===== src/rtl/pipe_ctrl.sv =====
// Pipeline hazard controller: load-use stalls, branch flushes and
// data-memory wait handling with a timeout into a sticky ERROR state.
module pipe_ctrl #(
    parameter int CNT_W       = 16,
    parameter int MEM_TIMEOUT = 255
) (
    input  logic             clock,
    input  logic             reset_n,
    input  logic [4:0]       id_rs1,
    input  logic [4:0]       id_rs2,
    input  logic             id_use_rs1,
    input  logic             id_use_rs2,
    input  logic [4:0]       ex_rd,
    input  logic             ex_mem_read,
    input  logic             ex_branch_taken,
    input  logic             mem_req,
    input  logic             mem_ready,
    output logic             pc_pause,
    output logic             if_pause,
    output logic             if_bubble,
    output logic             id_pause,
    output logic             id_bubble,
    output logic             ex_pause,
    output logic             ex_bubble,
    output logic             mem_pause,
    output logic             mem_bubble,
    output logic [1:0]       state,
    output logic             err,
    output logic [CNT_W-1:0] stall_cnt,
    output logic [CNT_W-1:0] flush_cnt
);

    localparam int WW = $clog2(MEM_TIMEOUT + 1);
    localparam logic [WW-1:0] LAST = WW'(MEM_TIMEOUT - 1);

    typedef enum logic [1:0] {
        RUN      = 2'd0,
        MEM_WAIT = 2'd1,
        ERROR    = 2'd2
    } state_t;

    state_t        cur;
    state_t        nxt;
    logic [WW-1:0] wait_cnt;
    logic [WW-1:0] wait_nxt;
    logic          mem_stall;
    logic          load_use;
    logic          in_err;
    logic          br_apply;

    assign mem_stall = mem_req & ~mem_ready;
    assign load_use  = ex_mem_read & (ex_rd != 5'd0) &
                       ((id_use_rs1 & (id_rs1 == ex_rd)) |
                        (id_use_rs2 & (id_rs2 == ex_rd)));
    assign in_err    = (cur == ERROR);
    assign br_apply  = ~in_err & ~mem_stall & ex_branch_taken;

    assign state = cur;
    assign err   = in_err;

    always_comb begin
        pc_pause   = 1'b0;
        if_pause   = 1'b0;
        if_bubble  = 1'b0;
        id_pause   = 1'b0;
        id_bubble  = 1'b0;
        ex_pause   = 1'b0;
        ex_bubble  = 1'b0;
        mem_pause  = 1'b0;
        mem_bubble = 1'b0;
        if (in_err) begin
            pc_pause  = 1'b1;
            if_pause  = 1'b1;
            id_pause  = 1'b1;
            ex_pause  = 1'b1;
            mem_pause = 1'b1;
        end else if (mem_stall) begin
            pc_pause   = 1'b1;
            if_pause   = 1'b1;
            id_pause   = 1'b1;
            ex_pause   = 1'b1;
            mem_bubble = 1'b1;
        end else if (ex_branch_taken) begin
            // PC stays free so it loads the branch target
            if_bubble = 1'b1;
            id_bubble = 1'b1;
        end else if (load_use) begin
            pc_pause  = 1'b1;
            if_pause  = 1'b1;
            id_bubble = 1'b1;
        end
    end

    always_comb begin
        nxt      = cur;
        wait_nxt = wait_cnt;
        case (cur)
            RUN: begin
                wait_nxt = '0;
                if (mem_stall) nxt = MEM_WAIT;
            end
            MEM_WAIT: begin
                if (!mem_stall) begin
                    nxt      = RUN;
                    wait_nxt = '0;
                end else begin
                    wait_nxt = wait_cnt + 1'b1;
                    if (wait_cnt == LAST) nxt = ERROR;
                end
            end
            ERROR:   nxt = ERROR;
            default: nxt = RUN;
        endcase
    end

    always_ff @(posedge clock or negedge reset_n) begin
        if (!reset_n) begin
            cur      <= RUN;
            wait_cnt <= '0;
        end else begin
            cur      <= nxt;
            wait_cnt <= wait_nxt;
        end
    end

    // Counters saturate and are frozen once the block is in ERROR
    always_ff @(posedge clock or negedge reset_n) begin
        if (!reset_n) begin
            stall_cnt <= '0;
            flush_cnt <= '0;
        end else if (!in_err) begin
            if (pc_pause && stall_cnt != '1)
                stall_cnt <= stall_cnt + CNT_W'(1);
            if (br_apply && flush_cnt != '1)
                flush_cnt <= flush_cnt + CNT_W'(1);
        end
    end

endmodule


===== config.mk =====
export PLATFORM = sky130hd
export DESIGN_NAME = pipe_ctrl
export DESIGN_NICKNAME = d
export VERILOG_FILES = /design/src/rtl/pipe_ctrl.sv
export SDC_FILE = /design/constraint.sdc
export NUM_CORES = 1
export LEC_CHECK = 0
export BUFFER_PORTS_ARGS = -buffer_cell sky130_fd_sc_hd__buf_2
export CORE_UTILIZATION = 55
export CTS_CLUSTER_DIAMETER = 60
export DETAILED_ROUTE_END_ITERATION = 16
export GPL_TIMING_DRIVEN = 0
export PLACE_DENSITY = 0.94
export SYNTH_ARGS = -nofsm -noshare
export SYNTH_HDL_FRONTEND = slang
export SYNTH_SLANG_ARGS = --single-unit

===== constraint.sdc =====
create_clock -name clock -period 7.9 [get_ports clock]
set_clock_uncertainty 0.1 [all_clocks]
set_input_delay 2.37 -clock clock [delete_from_list [all_inputs] [get_ports clock]]
set_output_delay 2.37 -clock clock [all_outputs]
set_load 0.05 [all_outputs]

[After elaboration in Yosys (flattened, before gate mapping)]
Cells that the tools add are included.
Word-level totals
  output and inout bits: 44
  register bits after elaboration: 42
  logic and storage cells: 55
  bits of input ports: 23
Cells by class
  equal/unequal tests: 9
  reduce and logical (&&, ||, !) cells: 8
  muxes and demuxes: 20
  bitwise gates (word level): 11
  $add $sub $neg: 3
Operators with widths (number)
  $add A16 B1 Y16 const B: 2
  $ne A16 B16 Y1 const B: 2
  $pmux W8 S2: 1
  $mux W1: 14
  $eq A5 B5 Y1: 2
  $add A8 B1 Y8 const B: 1
  $eq A8 B8 Y1 const B: 1
  $mux W8: 1
  $and A1 B1 Y1: 7
  $mux W2: 3
  $pmux W2 S3: 1
  $reduce_and A2 Y1: 3
  $reduce_bool A5 Y1: 1
  $ne A3 B3 Y1 const B: 1
  $not A1 Y1: 3
  $eq A2 B1 Y1 const B: 1
  $eq A2 B2 Y1 const B: 1
  $logic_and A1 B1 Y1: 2
  $logic_not A2 Y1: 1
  $ne A2 B2 Y1 const B: 1
  $reduce_bool A2 Y1: 1
  $or A1 B1 Y1: 1

[Logic depth before layout (Yosys ltp)]
  depth after elaboration: 10
  depth in mapped cells: 7
  mapped depth without buffers: 6

[Worst setup path after synthesis]
No wires, ideal clock.
  kind: in2out
  from: in mem_ready
  to: out pc_pause
  slack: 1.637 ns
  data required time: 5.430 ns
  arrival time: 3.793 ns
  path buffers: 2
  stages: 5
  path through: nand2b_1 nand2_1 a21o_1 buf_2 buf_4
On the way
  longest elaborated chain between the ends: 4
Ends and longest elaborated chain
  start, declared: RTL line 17  | input logic mem_ready,
  $not A1 Y1: RTL line 51  | assign mem_stall = mem_req & ~mem_ready;
  $and A1 B1 Y1: RTL line 51
  $mux W1 (2 in a row)
  end, declared: RTL line 18  | output logic pc_pause,
Every way passes these cells.

[Worst setup path after layout]
  from: in ex_rd[1]
  to: out pc_pause
On the way
  longest elaborated chain between the ends: 8
  elaborated cells on any way between the ends: 12
  those cells by class: eq/ne: 2; mux: 4; bitwise: 5; reduce/logical: 1
Ends and longest elaborated chain
  start, declared: RTL line 13  | input logic [4:0] ex_rd,
  $eq A5 B5 Y1, on equally long branches: RTL line 53, 54
  $and A1 B1 Y1, on equally long branches: RTL line 53, 54
  $or A1 B1 Y1: RTL line 53  | ((id_use_rs1 & (id_rs1 == ex_rd)) |
  $and A1 B1 Y1 *: RTL line 52  | assign load_use = ex_mem_read & (ex_rd != 5'd0) &
  $mux W1 *: RTL line 87  | end else if (load_use) begin
  $mux W1 *: RTL line 83  | end else if (ex_branch_taken) begin
  $mux W1 *: RTL line 77  | end else if (mem_stall) begin
  $mux W1 *: RTL line 71  | if (in_err) begin
Mark *: on every way between the ends. The rest lies on a longest branch, timed or not.

==> results.sh <==
export IMPL_cts_buffers=5
export IMPL_cp_arrival_ns=4.04
export IMPL_numPortBuffers=65
export IMPL_reg2reg_from="stall_cnt[6]"
export IMPL_grt_first_pass_wirelength_um=7672
export IMPL_dr_total_vias=1835
export IMPL_worstSkewPairLatency_ns=0.30
export IMPL_cts_resized=0
export IMPL_antenna_found_initial=0
export IMPL_fin_setup_tns_ns=0
export IMPL_wl_per_cell_um=13.71
export IMPL_grt_pass1_vias=1753
export IMPL_syn_inst=215
export IMPL_worst_hold_path_type="reg2reg"
export IMPL_synth_most_common_cell="dfrtp_1"
export IMPL_diodes=0
export IMPL_place_congestion=0.8678
export IMPL_relSlewSlack_pct=40.32
export IMPL_timing_reg2reg_setup_slack_ns=5.65
export IMPL_worstHoldStart="flush_cnt[15]"
export IMPL_die_w_um=65.01
export IMPL_grt_usage_pct=24.34
export IMPL_swShare_pct=40.50
export IMPL_dr_pass1_iters=4
export IMPL_grt_util_met1_pct=29.43
export IMPL_initial_core_util_pct=58.32
export IMPL_synthTopCellsByCount="dfrtp_1, xnor2_1, nand3_1"
export IMPL_crit_top_cell="buf_2"
export IMPL_holdPathStages=1
export IMPL_fin_crit_sh_pct=82.37
export IMPL_fmax_mhz=153.7
export IMPL_dpl_hpwl_um=3530
export IMPL_intPower_uw=403.5
export IMPL_htreeDepth=2
export IMPL_p_total_uw=678.2
export IMPL_rows=22
export IMPL_ios=67
export IMPL_path_class="in2out"
export IMPL_clock_tree_root_cell="clkbuf_8"
export IMPL_status="complete, no violations"
export IMPL_remaining_drc_errors=0
export IMPL_rr_endpoint="stall_cnt[1]"
export IMPL_clkPwrFrac_pct=25.2
export IMPL_peakVddDrop_mv=0.2321
export IMPL_setup_viol=0
export IMPL_worst_setup_path_start_kind="input pin"
export IMPL_comb_power_share_pct=33.0
export IMPL_syn_area_per_cell_um2=10.16
export IMPL_synth_top_area_share_pct=48.14
export IMPL_drv_cap=0
export IMPL_hold_buffers=0
export IMPL_syn2layout_area_growth_pct=22.81
export IMPL_grt_overflow_total=0
export IMPL_synth_cell_types=37
export IMPL_die_h_um=65.01
export IMPL_worstPathRequired_ns=5.43
export IMPL_ys_seq_area_share_pct=48.14
export IMPL_ys_dominant_reg_cell="dfrtp_1"
export IMPL_post_cts_buffers=0
export IMPL_cts_sinks=42
export IMPL_power_share_sequential_pct=41.7
export IMPL_drt_initial_drc_count=77
export IMPL_rsz0062_at_grt="false"
export IMPL_drive_above_1_share_pct=29.51
export IMPL_slowest_delay_ns=0.51
export IMPL_reg2regPathDepth=6
export IMPL_clk_path_buf_depth=2
export IMPL_synth_area_leaders="dfrtp_1, xnor2_1, nand3_1"
export IMPL_synth_area_um2=2183
export IMPL_synth_largest_area_cell="dfrtp_1"
export IMPL_vias_per_cell=5.461
export IMPL_power_leakage_uw=0.001305
export IMPL_ys_ff_latch=42
export IMPL_cp_max_fo=11
export IMPL_crit_family="buffers and inverters"
export IMPL_core_area_um2=3744
export IMPL_nFillCells=299
export IMPL_cts_tree="yes"
export IMPL_grt_max_degree=43
export IMPL_clk_pin_slew_ns=0.08
export IMPL_p_per_area_nw_per_um2=252.9
export IMPL_final_min_clock_period_ns=6.507
export IMPL_use_met2_pct=38.28
export IMPL_slew_violations=0
export IMPL_cp_num_buf_inv=4
export IMPL_busiest_layer="met2"
export IMPL_dieArea_um2=4226
export IMPL_nNetsFinal=314
export IMPL_hold_violations=0
export IMPL_hold_end="flush_cnt[15]"
export IMPL_async_flop_share_pct=100.0
export IMPL_crit_path_top_delay_cell="or4_1"
export IMPL_syn_num_nets=242
export IMPL_crit_chain="buf_2 > or4_1 > o21ai_1 > nor2_1 > a21o_1 > buf_2 > buf_4 > buf_2"
export IMPL_ant_nets=0
export IMPL_worstSetupEndpointType="output pin"
export IMPL_worst_pin_slew_ns=0.8953
export IMPL_drt_total_wl_um=4608
export IMPL_synth_edff_count=0
export IMPL_power_switching_uw=274.7
export IMPL_ys_warn_count=0
export IMPL_met3_usage_pct=7.923
metal layers:
layer  wire, um  vias to the layer above
met5          0                        -
met4         96                        0
met3        261                       13
met2       2252                       62
met1       1997                      880
li1           -                      880
flip-flops by register name (all words and copies together) (netlist names):
register and flops:
stall_cnt 16, flush_cnt 16, wait_cnt 8, state 2
worst max path at each step:
stage,slack (ns),from,depth (start not counted),to
floorplan,1.64,mem_ready,5,pc_pause
global placement,1.41,ex_rd[1],8,pc_pause
detailed placement,1.40,ex_rd[1],8,pc_pause
CTS,1.40,ex_rd[1],8,pc_pause
global route,1.31,ex_rd[1],8,pc_pause
finish,1.39,ex_rd[1],8,pc_pause
worst reg2reg max path: cells and delay by family (launching register included):
kind,cells,cell delay (ns)
muxes,1,0.34
and+or+nand+nor,4,0.96
DFF,1,0.43
AOI/OAI and AO/OA,1,0.29
layout make-up:
class	instances	area (um2)	share of cell area (%)
Buffer	9	65.06	2.427
Clock buffer	5	68.82	2.566
Clock inverter	3	43.79	1.633
Inverter	4	15.01	0.5600
Multi-Input combinational cell	160	1052	39.24
Sequential cell	42	1051	39.20
Tap cell	48	60.06	2.240
Timing Repair Buffer	65	325.3	12.13
cell families (layout without fill, tap and decap cells):
group	after synthesis	count (layout)	share of synthesized area, %
other	1	1	0.1718
adder cells (fa/ha/maj)	4	4	2.292
flip-flops	42	42	48.14
buffers and inverters	13	86	3.667
XOR/XNOR	41	41	16.45
multiplexers	2	2	1.031
AO/OA/AOI/OAI	21	21	6.476
AND/OR/NAND/NOR	91	91	21.78
placed cells by master, fill, tap and decap left out, drive strengths merged, types with 7 or more instances in the layout:
cell type and n:
nand4 8, and3 10, o21ai 10, nand3 28
xnor2 37, clkbuf 7, buf 72, dfrtp 42
nor2 10, nand2 17
power by group through the flow:
| stage | Sequential (uW) | Clock [uW] | Combinational (uW) |
|---|---|---|---|
| CTS | 283 | 175 | 225 |
| global route | 287 | 184 | 237 |
| detailed placement | 287 | 0 | 225 |
| global placement | 283 | 0 | 219 |
| floorplan | 383 | 0 | 66.2 |
| finish | 283 | 171 | 224 |
per-stage QoR:
step | cells | hold WS, ns | util, % | worst slack (ns) | cell area (um2)
2_1_floorplan | 215 | 0.3676 | - | 1.637 | 2183
3_3_place_gp | 328 | 0.3691 | 68.62 | 1.415 | 2569
3_5_place_dp | 328 | 0.3905 | 68.62 | 1.402 | 2569
4_1_cts | 336 | 0.4038 | 71.62 | 1.400 | 2681
5_1_grt | 336 | 0.4171 | 71.62 | 1.309 | 2681
6_report | 336 | 0.3994 | 71.62 | 1.393 | 2681
No activity file was read; power rests on OpenSTA's default activity.
